### config.mk
export PLATFORM = sky130hd
export DESIGN_NAME = neo_frame_sequencer
export DESIGN_NICKNAME = d
export VERILOG_FILES = /design/src/rtl/neo_pkg.sv /design/src/rtl/neo_run_watchdog.sv /design/src/rtl/neo_frame_sequencer.sv
export SDC_FILE = /design/constraint.sdc
export NUM_CORES = 1
export LEC_CHECK = 0
export CELL_PAD_IN_SITES_DETAIL_PLACEMENT = 2
export CELL_PAD_IN_SITES_GLOBAL_PLACEMENT = 2
export CORE_ASPECT_RATIO = 1.4
export CORE_UTILIZATION = 25
export DETAILED_ROUTE_END_ITERATION = 8
export GPL_TIMING_DRIVEN = 0
export PLACE_DENSITY = 0.78
export SYNTH_ARGS = -nofsm -noshare
export SYNTH_HDL_FRONTEND = slang
export SYNTH_HIERARCHICAL = 1
export SYNTH_SLANG_ARGS = --single-unit
### constraint.sdc
create_clock -name Clk -period 2.3 [get_ports Clk]
set_input_delay 0.46 -clock Clk [delete_from_list [all_inputs] [get_ports Clk]]
set_output_delay 0.46 -clock Clk [all_outputs]
set_load 0.01 [all_outputs]
### src/rtl/neo_pkg.sv
//==============================================================================
// Module      : neo_pkg
// Description : Shared state encoding and timing constants for the NEO frame
//               sequencer and its run watchdog.
// Revision    : 1.0 - initial release
//==============================================================================
`default_nettype none

package neo_pkg;

    typedef enum logic [2:0] {
        IDLE = 3'd0,
        FILL = 3'd1,
        KICK = 3'd2,
        RUN  = 3'd3,
        DONE = 3'd4,
        ERR  = 3'd5
    } neo_seq_state_t;

    // Slack beyond the frame depth before a silent engine is declared hung
    localparam int NEO_TIMEOUT_MARGIN = 8;
    // The engine raises ready this many cycles beyond M after release
    localparam int NEO_ENG_LATENCY    = 2;

endpackage

`default_nettype wire

### src/rtl/neo_run_watchdog.sv
//==============================================================================
// Module      : neo_run_watchdog
// Description : Counts cycles spent in RUN and pulses timeout on the cycle the
//               count would reach M + NEO_TIMEOUT_MARGIN.
// Revision    : 1.0 - initial release
//==============================================================================
`default_nettype none

module neo_run_watchdog
    import neo_pkg::*;
#(
    parameter int M = 32
) (
    input  logic Clk,
    input  logic reset,
    input  logic clear,
    input  logic enable,
    output logic timeout
);

    localparam int            W      = $clog2(M) + 1;
    localparam logic [W-1:0]  c_last = W'(M + NEO_TIMEOUT_MARGIN - 1);

    logic [W-1:0] r_cnt;

    always_ff @(posedge Clk) begin
        if (!reset || clear) begin
            r_cnt <= '0;
        end else if (enable) begin
            r_cnt <= r_cnt + 1'b1;
        end
    end

    // Fires while the counter sits at the last legal run cycle, so the FSM
    // lands in ERR exactly when the count would hit the limit
    assign timeout = enable && (r_cnt == c_last);

endmodule

`default_nettype wire

### src/rtl/neo_frame_sequencer.sv
//==============================================================================
// Module      : neo_frame_sequencer
// Description : Fills the NEO engine sample RAM with M streamed samples, runs
//               one engine pass, reports completion and repeats.
//               Optional engine timeout: define NEO_TIMEOUT_EN.
// Revision    : 1.0 - initial release
//==============================================================================
`default_nettype none

module neo_frame_sequencer
    import neo_pkg::*;
#(
    parameter int N     = 16,
    parameter int M     = 32,
    parameter int CNT_W = 16
) (
    input  logic                    Clk,
    input  logic                    reset,
    input  logic                    enable,
    input  logic                    s_valid,
    input  logic signed [N-1:0]     s_data,
    output logic                    s_ready,
    output logic                    mem_we,
    output logic [$clog2(M)-1:0]    mem_waddr,
    output logic signed [N-1:0]     mem_wdata,
    output logic                    eng_rst_n,
    input  logic                    eng_ready,
    output logic                    busy,
    output logic                    frame_done,
    output logic [CNT_W-1:0]        frame_cnt,
    output logic                    err
);

    localparam int             AW          = $clog2(M);
    localparam int             FW          = $clog2(M) + 1;
    localparam logic [FW-1:0]  c_fill_last = FW'(M - 1);

    neo_seq_state_t r_state;
    neo_seq_state_t w_next;
    logic [FW-1:0]  r_fill_cnt;
    logic           w_accept;

    // All handshake/gating outputs decode the state register directly
    assign s_ready    = (r_state == FILL);
    assign w_accept   = s_valid && s_ready;
    assign busy       = (r_state != IDLE);
    assign frame_done = (r_state == DONE);
    assign eng_rst_n  = (r_state == RUN) || (r_state == DONE);

`ifdef NEO_TIMEOUT_EN
    logic w_timeout;

    neo_run_watchdog #(
        .M (M)
    ) u_run_watchdog (
        .Clk     (Clk),
        .reset   (reset),
        .clear   (r_state != RUN),
        .enable  (r_state == RUN),
        .timeout (w_timeout)
    );

    assign err = (r_state == ERR);
`else
    assign err = 1'b0;
`endif

    always_comb begin
        w_next = r_state;
        case (r_state)
            IDLE: begin
                if (enable) w_next = FILL;
            end
            FILL: begin
                if (w_accept && (r_fill_cnt == c_fill_last)) w_next = KICK;
            end
            KICK: begin
                w_next = RUN;
            end
            RUN: begin
                if (eng_ready) begin
                    w_next = DONE;
`ifdef NEO_TIMEOUT_EN
                end else if (w_timeout) begin
                    w_next = ERR;
`endif
                end
            end
            DONE: begin
                w_next = enable ? FILL : IDLE;
            end
`ifdef NEO_TIMEOUT_EN
            ERR: begin
                w_next = ERR;
            end
`endif
            default: begin
                w_next = IDLE;
            end
        endcase
    end

    always_ff @(posedge Clk) begin
        if (!reset) begin
            r_state    <= IDLE;
            r_fill_cnt <= '0;
            mem_we     <= 1'b0;
            mem_waddr  <= '0;
            mem_wdata  <= '0;
            frame_cnt  <= '0;
        end else begin
            r_state <= w_next;
            mem_we  <= w_accept;
            if (w_accept) begin
                mem_waddr <= r_fill_cnt[AW-1:0];
                mem_wdata <= s_data;
            end
            // Outside FILL the count is parked at zero so every frame starts at address 0
            if (r_state != FILL) begin
                r_fill_cnt <= '0;
            end else if (w_accept) begin
                r_fill_cnt <= r_fill_cnt + 1'b1;
            end
            if ((r_state == RUN) && eng_ready) begin
                frame_cnt <= frame_cnt + 1'b1;
            end
        end
    end

endmodule

`default_nettype wire
==> metrics.csv, run 1 <==
metric;value;unit
CTS tree;yes;
crit path from;r_state[1];
Clock Skews;8.79;ps
Synthesized Nets;256;
largest net degree at the start of global routing;15;
share of synthesized registers carrying an async set or reset;0;%
area of the die;8010;sq um
crit end category;output pin;
H-tree Lvls;2;
register area;942;sq um
fin area;2750;sq um
Commonest cells post-synth;58 x nand2_1, 47 x dfxtp_1, 27 x a21oi_1;
worst-path cell chain;buf_4 > nor3b_1 > o21bai_1 > clkdlybuf4s50_1;
delay-heaviest family, CP;buffers and inverters;
slowest stage delay, CP;550;ps
HP Class;reg -> reg;
total power;0.00148;W
TritonRoute pass-1 iters;2;
initial core utilization;26.0;%
Ports;64;
initial antenna violation count;0;
Syn-to-layout area delta;44.0;%
fin worst setup slack;121;ps
Synth Register Bits;47;
share of layout cells above drive strength 1;5.28;%
Slew @ Worst Pin;594;ps
All-Layer GR Usage;15.3;%
first-pass GRT wire length;9670;microns
Final Max Tran Viols;0;
Multi-input gate area;906;sq um
Nets;325;
Ys Warns;6;
CP max-delay cell;clkdlybuf4s50_1;
Worst R2R Path Depth;5;
worst-skew pair later-pin latency;310;ps
LEAKAGE;0.939;nW
pre-CTS WS;-209;ps
drt wl/cell;14.4;microns
ant diodes;0;
DP Area;2650;sq um
Final period util;94.7;%
most common cell in the netlist;nand2_1;
Post-DP HPWL;4350;microns
Post-Syn Area per Cell;8.21;sq um
setup TNS;0;ps
total number of vias;1844;
core area;7360;sq um
Synth cell types;29;
top cells by area, synth;dfxtp_1 49%, nand2_1 11%, a21oi_1 7.1%;
Clock Tree Root;clkbuf_8;
outcome;finished, final reports clean;
minimum clock period;2180;ps
Die Ht;105;microns
DRC;0;
reg-to-reg critical path startpoint;frame_cnt[0];
Primary FF master, synth;dfxtp_1;
FF-to-FF setup slack;410;ps
synthesized instance count;233;
Final Hold Fails;0;
Seq/Total Area, Yosys;49.2;%
worst-path fanout max;10;
# port buffers;62;
end point of the critical path;eng_rst_n;
Slew headroom;60.0;%
Clk pin slew, worst setup/hold paths;90;ps
critical path depth in cells;4;
maximum VDD drop;0.000267;V
MaxCap Viol Count;0;
r2r endpoint;frame_cnt[14];
1st-iter DRT viols;68;
Worst Path Buf+Inv;2;
routed wire length;5740;microns
CP Data Required Time;1840;ps
unrepaired setup endpoints after global routing;false;
area leader, netlist;dfxtp_1;
vias in the first global route;1936;
drt via density;4.61;
Post-synth EDFFs;0;
fill cell count;837;
CTS Buf Count;5;
clock net sink count;47;
# rows;37;
Die X;75.9;microns
CP Launch Type;flop;
endpoints failing setup;0;
pwr dens;538;nW/um^2
area share of the largest cell type after synthesis;49.2;%
worst setup path category;reg -> out;
Max Freq;459;MHz
global route overflow;0;
crit path DAT;1720;ps
cell area after synthesis;1910;sq um
clk buf depth;2;
Final GP Congestion;0.721;
Post-DRT Antenna Nets;0;
## power breakdown
part           internal (W)  switching, W
logic             0.0000736     0.0000659
registers          0.000827    0.00000941
clock network      0.000213      0.000291
total               0.00111      0.000366
## cell families (layout without fill, tap and decap cells)
kind of cell	Yosys count	count (layout)	share of synthesized area [%]
and+or+nand+nor	114	114	27.7
adders and majority gates	2	2	1.31
buffers and inverters	18	88	3.99
DFF	47	47	49.2
AOI/OAI and AO/OA	32	32	8.70
xor gates and xnor gates	16	16	7.33
other	1	1	0.196
muxes	3	3	1.57
## cells in the final DEF, fill, tap and decap left out, types with 2 or more instances in the layout
cell type / instances
nand2b_1: 3
clkbuf_1: 9
clkdlybuf4s50_1: 62
a21oi_1: 27
dfxtp_1: 46
nor2_1: 22
xnor2_1: 9
mux2i_1: 3
clkbuf_8: 5
nand4b_1: 2
nand3_1: 3
nand2_1: 58
o21ai_0: 3
ha_1: 2
nand4_1: 6
and3_1: 3
nor3_1: 5
xor2_1: 7
inv_1: 6
nor4_1: 4
or3_1: 2
buf_4: 2
## per-layer routing
metal | global-route usage (%) | up-vias | share of wire, %
li1 | - | 907 | -
met1 | 16.4 | 892 | 40
met2 | 28.4 | 38 | 55
met3 | 3.55 | 7 | 3.6
met4 | 6.18 | 0 | 1.7
met5 | 0 | - | 0
## worst min-delay path: stages (launching register included)
cell and delay, ps:
dfxtp_1 320, nand2_1 50, a21oi_1 50
## repair_timing
item / 4_1_cts / 5_1_grt
endpoints found under the setup margin: 1 / 4
gates cloned: 0 / 0
hold buffers: 0 / 0
buffers inserted: 0 / 0
resized for setup: 1 / 4
## through the flow
| step | instances | util (%) | hold slack (ps) |
|---|---|---|---|
| after CTS | 400 | 37.3 | 468 |
| after global routing | 400 | 37.4 | 489 |
| after global placement | 392 | 36.1 | 442 |
| after floorplan | 233 | - | 457 |
| after detailed placement | 392 | 36.1 | 453 |
| final | 400 | 37.4 | 463 |
## flip-flops by register name (all words and copies together) (netlist names)
| register | count |
|---|---|
| mem_we | 1 |
| r_state | 3 |
| mem_waddr | 5 |
| mem_wdata | 16 |
| frame_cnt | 16 |
| r_fill_cnt | 6 |
## cell type report
type / count / share of cell area [%]
sequential: 47 / 34.2
multi-input combinational: 168 / 32.9
clock inverter: 2 / 0.455
inverter: 6 / 0.818
buffer: 12 / 2.00
clock buffer: 6 / 2.64
tap: 97 / 4.41
timing repair buffer: 62 / 22.5
## worst min path at each step
stage                  start           end  slack (ps)  depth (start not counted)
2_1_floorplan  r_fill_cnt[1]  mem_waddr[1]         460                          2
3_3_place_gp    mem_wdata[9]  mem_wdata[9]         440                          2
3_5_place_dp    mem_wdata[0]  mem_wdata[0]         450                          2
4_1_cts         mem_wdata[9]  mem_wdata[9]         470                          2
5_1_grt         mem_wdata[0]  mem_wdata[0]         490                          2
6_report        mem_wdata[0]  mem_wdata[0]         460                          2
(Power assumes the default switching activity.)
==> inputs of run 2 (changes only) <==
SETUP_SLACK_MARGIN = 0.4   (was default)
==> run 2 against run 1 <==
Setup slack better by 330 ps; hold slack about the same; cell area up 1.3%; critical path depth down 3; core utilization up 0.48 points.
==> metrics.csv, run 2 (synthesized netlist as in run 1, its figures left out) <==
metric;value;unit;change
outcome;finished, final reports clean;;
clk buf depth;2;;unchanged
Clock Skews;9.63;ps;+0.843 ps
Slew headroom;66.4;%;+6.4 points
CP Data Required Time;1840;ps;about the same
HP Class;reg -> reg;;
Ports;64;;unchanged
Final Hold Fails;0;;unchanged
CTS tree;yes;;
worst-path fanout max;6;;-4
CP Launch Type;flop;;
minimum clock period;1850;ps;-331 ps
H-tree Lvls;2;;unchanged
endpoints failing setup;0;;unchanged
top flop regs;frame_cnt (16), mem_wdata (16), r_fill_cnt (6);;
Max Freq;541;MHz;+18%
placed insts;392;;unchanged
# rows;37;;unchanged
initial core utilization;26.0;%;unchanged
routed wire length;5810;microns;+1.2%
Multi-input gate area;928;sq um;+2.5%
commonest cells after routing, fill and taps aside;57 x nand2_1, 57 x clkdlybuf4s50_1, 43 x dfxtp_1, 27 x a21oi_1, 22 x nor2_1;;
share of layout cells above drive strength 1;9.24;%;+4.0 points
ant diodes;0;;unchanged
Clk pin slew, worst setup/hold paths;90;ps;about the same
Post-CTS Setup Inserts;0;;unchanged
initial antenna violation count;0;;unchanged
Post-Route Utilization;37.9;%;+0.48 points
global route overflow;0;;unchanged
first-pass GRT wire length;9830;microns;+1.6%
worst-skew pair later-pin latency;310;ps;about the same
DRC;0;;unchanged
worst setup path category;reg -> out;;
largest net degree at the start of global routing;15;;unchanged
non-filler instance count after layout;400;;unchanged
crit end category;output pin;;
total number of vias;1840;;-0.22%
Syn-to-layout area delta;45.8;%;
crit path DAT;1390;ps;-330 ps
1st-iter DRT viols;57;;-16%
pwr dens;532;nW/um^2;-1.0%
Nets;325;;unchanged
vias in the first global route;1953;;+0.88%
TritonRoute pass-1 iters;3;;+1
area of the die;8010;sq um;unchanged
Clock Tree Root;clkbuf_8;;
Die X;75.9;microns;unchanged
Worst Hold Slack;464;ps;+0.155 ps
delay-heaviest family, CP;buffers and inverters;;
Worst Path Buf+Inv;1;;-1
Final GP Congestion;0.721;;unchanged
LEAKAGE;0.990;nW;+5.4%
unrepaired setup endpoints after global routing;true;;
core area;7360;sq um;unchanged
Final Max Tran Viols;0;;unchanged
All-Layer GR Usage;15.6;%;+0.31 points
CTS Buf Count;5;;unchanged
maximum VDD drop;0.000268;V;+0.42%
Die Ht;105;microns;unchanged
drt wl/cell;14.5;microns;+1.2%
CP max-delay cell;clkdlybuf4s50_1;;
Post-DRT Antenna Nets;0;;unchanged
fill cell count;826;;-1.3%
Slew @ Worst Pin;504;ps;-89.8 ps
worst-path cell chain;clkdlybuf4s50_1;;
Post-DP HPWL;4350;microns;unchanged
MaxCap Viol Count;0;;unchanged
clock net sink count;47;;unchanged
drt via density;4.60;;-0.22%
Final period util;80.3;%;-14 points
# port buffers;62;;unchanged
register area;946;sq um;+0.40%
slowest stage delay, CP;590;ps;+40 ps
## run 2: cell types whose count changed in the layout (fill, tap and decap cells not counted), sizes merged
cell	previous run	this run
dlygate4sd2	0	2
clkdlybuf4s50	62	57
dlymetal6s2s	0	1
clkdlybuf4s15	0	1
clkbuf	15	16
## run 2: metrics by stage
stage | power, W | setup slack (ps) | cell area [sq um] | setup TNS (ps)
global route | 0.00155 | 394 | 2790 | 0
CTS | 0.00151 | 171 | 2770 | 0
global placement | 0.000993 | -114 | 2650 | -2280
detailed placement | 0.000996 | -209 | 2650 | -3820
floorplan | 0.000908 | 564 | 1910 | 0
finish | 0.00148 | 452 | 2790 | 0
## run 2: cell type report
| class | count | share of cell area (%) |
|---|---|---|
| multi-input combinational | 168 | 33.3 |
| buffer | 12 | 2.47 |
| sequential | 47 | 33.9 |
| inverter | 6 | 0.808 |
| timing repair buffer | 62 | 22.1 |
| clock inverter | 2 | 0.449 |
| tap | 97 | 4.35 |
| clock buffer | 6 | 2.60 |
## run 2: power breakdown
| group | internal, W | switching (W) |
|---|---|---|
| clock | 0.000213 | 0.000293 |
| sequential | 0.000827 | 0.00000970 |
| combinational | 0.0000745 | 0.0000659 |
## run 2: per-layer routing
metal,routed length [microns],part of all wire [%],global-route usage (%),vias up
li1,-,-,-,907
met1,2260,39,16.7,888
met2,3250,56,29.2,38
met3,207,3.6,3.55,7
met4,95,1.6,6.18,0
met5,0,0,0,-
## run 2: worst paths after layout
kind,from,depth (start not counted),end,slack (ps)
worst max-delay path,frame_cnt[3],1,frame_cnt[3],450
worst min-delay path,mem_wdata[0],2,mem_wdata[0],460
worst max register to register,frame_cnt[0],5,frame_cnt[14],520
worst min register to register,mem_wdata[0],2,mem_wdata[0],460
## run 2: repair_timing
item,4_1_cts,5_1_grt
gates cloned,0,0
resized for setup,16,14
hold buffers,0,0
endpoints found under the setup margin,38,33
endpoints found under the hold margin,0,0
==> inputs of run 3 (changes only) <==
CORE_UTILIZATION = 23   (was 25)
PLACE_DENSITY = 0.76   (was 0.78)
clock period = 1.5 ns   (was 2.3 ns; I/O delays follow)
==> run 3 against run 2 <==
The run now ends with setup timing left; global-route usage up 0.67 points; clock skew up 0.80 ps; via count up 14%; core utilization up 8.1 points; die area up 8.5%; sequential power up 51%; cell area up 34%; setup slack worse by 590 ps; hold slack worse by 6.2 ps; wire length up 43%; critical path type is now reg -> reg.
==> metrics.csv, run 3 (synthesized netlist as in run 1, its figures left out) <==
metric;value;unit;change
outcome;finished with violations;;
violated checks;setup timing;;
initial core utilization;23.6;%;-2.4 points
pwr dens;749;nW/um^2;+41%
crit path from;r_state[2];;
# port buffers;62;;unchanged
Final Hold Fails;0;;unchanged
Worst Hold Slack;457;ps;-6.19 ps
share of layout cells above drive strength 1;58.1;%;+49 points
Nets;363;;+12%
area of the die;8690;sq um;+8.5%
worst-skew pair later-pin latency;290;ps;-20 ps
initial antenna violation count;0;;unchanged
global route overflow;0;;unchanged
top flop regs;frame_cnt (16), mem_wdata (16), r_fill_cnt (6);;
DRC;0;;unchanged
All-Layer GR Usage;16.2;%;+0.67 points
reg-to-reg critical path startpoint;r_state[2];;
1st-iter DRT viols;30;;-47%
fin worst setup slack;-134;ps;-586 ps
Die X;79.1;microns;+4.1%
register area;1020;sq um;+8.1%
pre-CTS WS;-692;ps;-482 ps
CP max-delay cell;or4_4;;
placed insts;397;;+1.3%
CTS Buf Count;5;;unchanged
LEAKAGE;1.64;nW;+66%
crit path DAT;1860;ps;+470 ps
crit end category;flop;;
Post-DP HPWL;4260;microns;-2.1%
hold-fix buffers at CTS;0;;unchanged
unrepaired setup endpoints after global routing;true;;
total number of vias;2094;;+14%
H-tree Lvls;2;;unchanged
maximum VDD drop;0.000575;V;+110%
setup TNS;-740;ps;-740 ps
Multi-input gate area;1320;sq um;+42%
worst setup path category;reg -> reg;;
HP Class;reg -> reg;;
largest net degree at the start of global routing;15;;unchanged
vias in the first global route;2159;;+11%
Clock Tree Root;clkbuf_16;;
first-pass GRT wire length;10800;microns;+9.6%
minimum clock period;1630;ps;
non-filler instance count after layout;443;;+11%
Final Max Tran Viols;0;;unchanged
Max Freq;612;MHz;
CP Launch Type;flop;;
drt via density;4.73;;+2.8%
slowest stage delay, CP;550;ps;-40 ps
clock net sink count;47;;unchanged
# rows;39;;+5.4%
endpoints failing setup;17;;+17
worst-path fanout max;6;;unchanged
clk buf depth;2;;unchanged
Final GP Congestion;0.694;;-3.8%
ant diodes;0;;unchanged
Final period util;109;%;
fin area;3720;sq um;+34%
delay-heaviest family, CP;simple AND/OR/NAND/NOR gates;;
hold path start;mem_wdata[6];;
TritonRoute pass-1 iters;4;;+1
Clk pin slew, worst setup/hold paths;70;ps;-20 ps
most common cell after layout, fill and taps aside;nand2_1;;
CTS tree;yes;;
commonest cells after routing, fill and taps aside;35 x nand2_1, 32 x buf_6, 29 x buf_2, 20 x nor2_1;;
core area;8100;sq um;+10%
fill cell count;862;;+4.4%
MaxCap Viol Count;0;;unchanged
DP Area;2800;sq um;+5.4%
Clock Skews;10.4;ps;+0.802 ps
Syn-to-layout area delta;94.8;%;
Worst Path Buf+Inv;0;;-1
CP Data Required Time;1730;ps;-110 ps
routed wire length;8290;microns;+43%
worst-path cell chain;nand4b_1 > or4_4 > or3_4 > a21oi_2;;
Ports;64;;unchanged
drt wl/cell;18.7;microns;+29%
Die Ht;110;microns;+4.2%
Post-DRT Antenna Nets;0;;unchanged
-- run 3: changes by cell type in the layout (fill, tap and decap cells not counted), sizes merged --
cell	change
clkbuf	-1
buf	+80
dlymetal6s2s	-1
clkdlybuf4s50	-40
clkinv	-1
clkdlybuf4s15	+1
-- run 3: routing by layer --
| metal | wire length [microns] | track usage [%] | vias to the layer above |
|---|---|---|---|
| met4 | 185 | 3.90 | 0 |
| li1 | - | - | 986 |
| met3 | 157 | 2.41 | 14 |
| met1 | 3050 | 16.6 | 1054 |
| met5 | 0 | 0 | - |
| met2 | 4890 | 33.6 | 40 |
-- run 3: power breakdown --
| group | internal (W) | total (W) | switching, W |
|---|---|---|---|
| clock network | 0.000710 | 0.00121 | 0.000501 |
| logic | 0.000163 | 0.000321 | 0.000158 |
| registers | 0.00124 | 0.00126 | 0.0000147 |
-- run 3: tightest hold or removal path, stage by stage, from the launching register on --
cell and delay (ps):
dfxtp_2 320, nand2_1 50, a21oi_1 50
-- run 3: what timing repair did --
action | in CTS | in global routing
endpoints found under the setup margin | 88 | 64
gates resized for setup | 245 | 92
pin swaps | 7 | 43
gates cloned | 2 | 3
setup buffers | 23 | 10
-- run 3: area by class of cell --
type / instances / share of cell area (%)
clock inverters: 1 / 0.202
flip-flops and latches: 47 / 27.5
clock buffers: 7 / 4.10
multi-input cells: 168 / 35.4
repair buffers: 100 / 24.6
well taps: 102 / 3.43
plain buffers: 12 / 4.23
inverters: 6 / 0.605
-- run 3: metrics by stage --
| step | total power [W] | util [%] |
|---|---|---|
| 2_1_floorplan | 0.00140 | - |
| 3_3_place_gp | 0.00153 | 34.5 |
| 3_5_place_dp | 0.00153 | 34.5 |
| 4_1_cts | 0.00274 | 40.0 |
| 5_1_grt | 0.00288 | 46.0 |
| 6_report | 0.00279 | 46.0 |
-- run 3: path summary, 6_finish.rpt --
path	slack, ps	cells past startpoint	endpoint
max reg2reg	-130	4	frame_cnt[14]
min reg2reg	460	2	mem_wdata[6]
min	460	2	mem_wdata[6]
max	-130	4	frame_cnt[14]
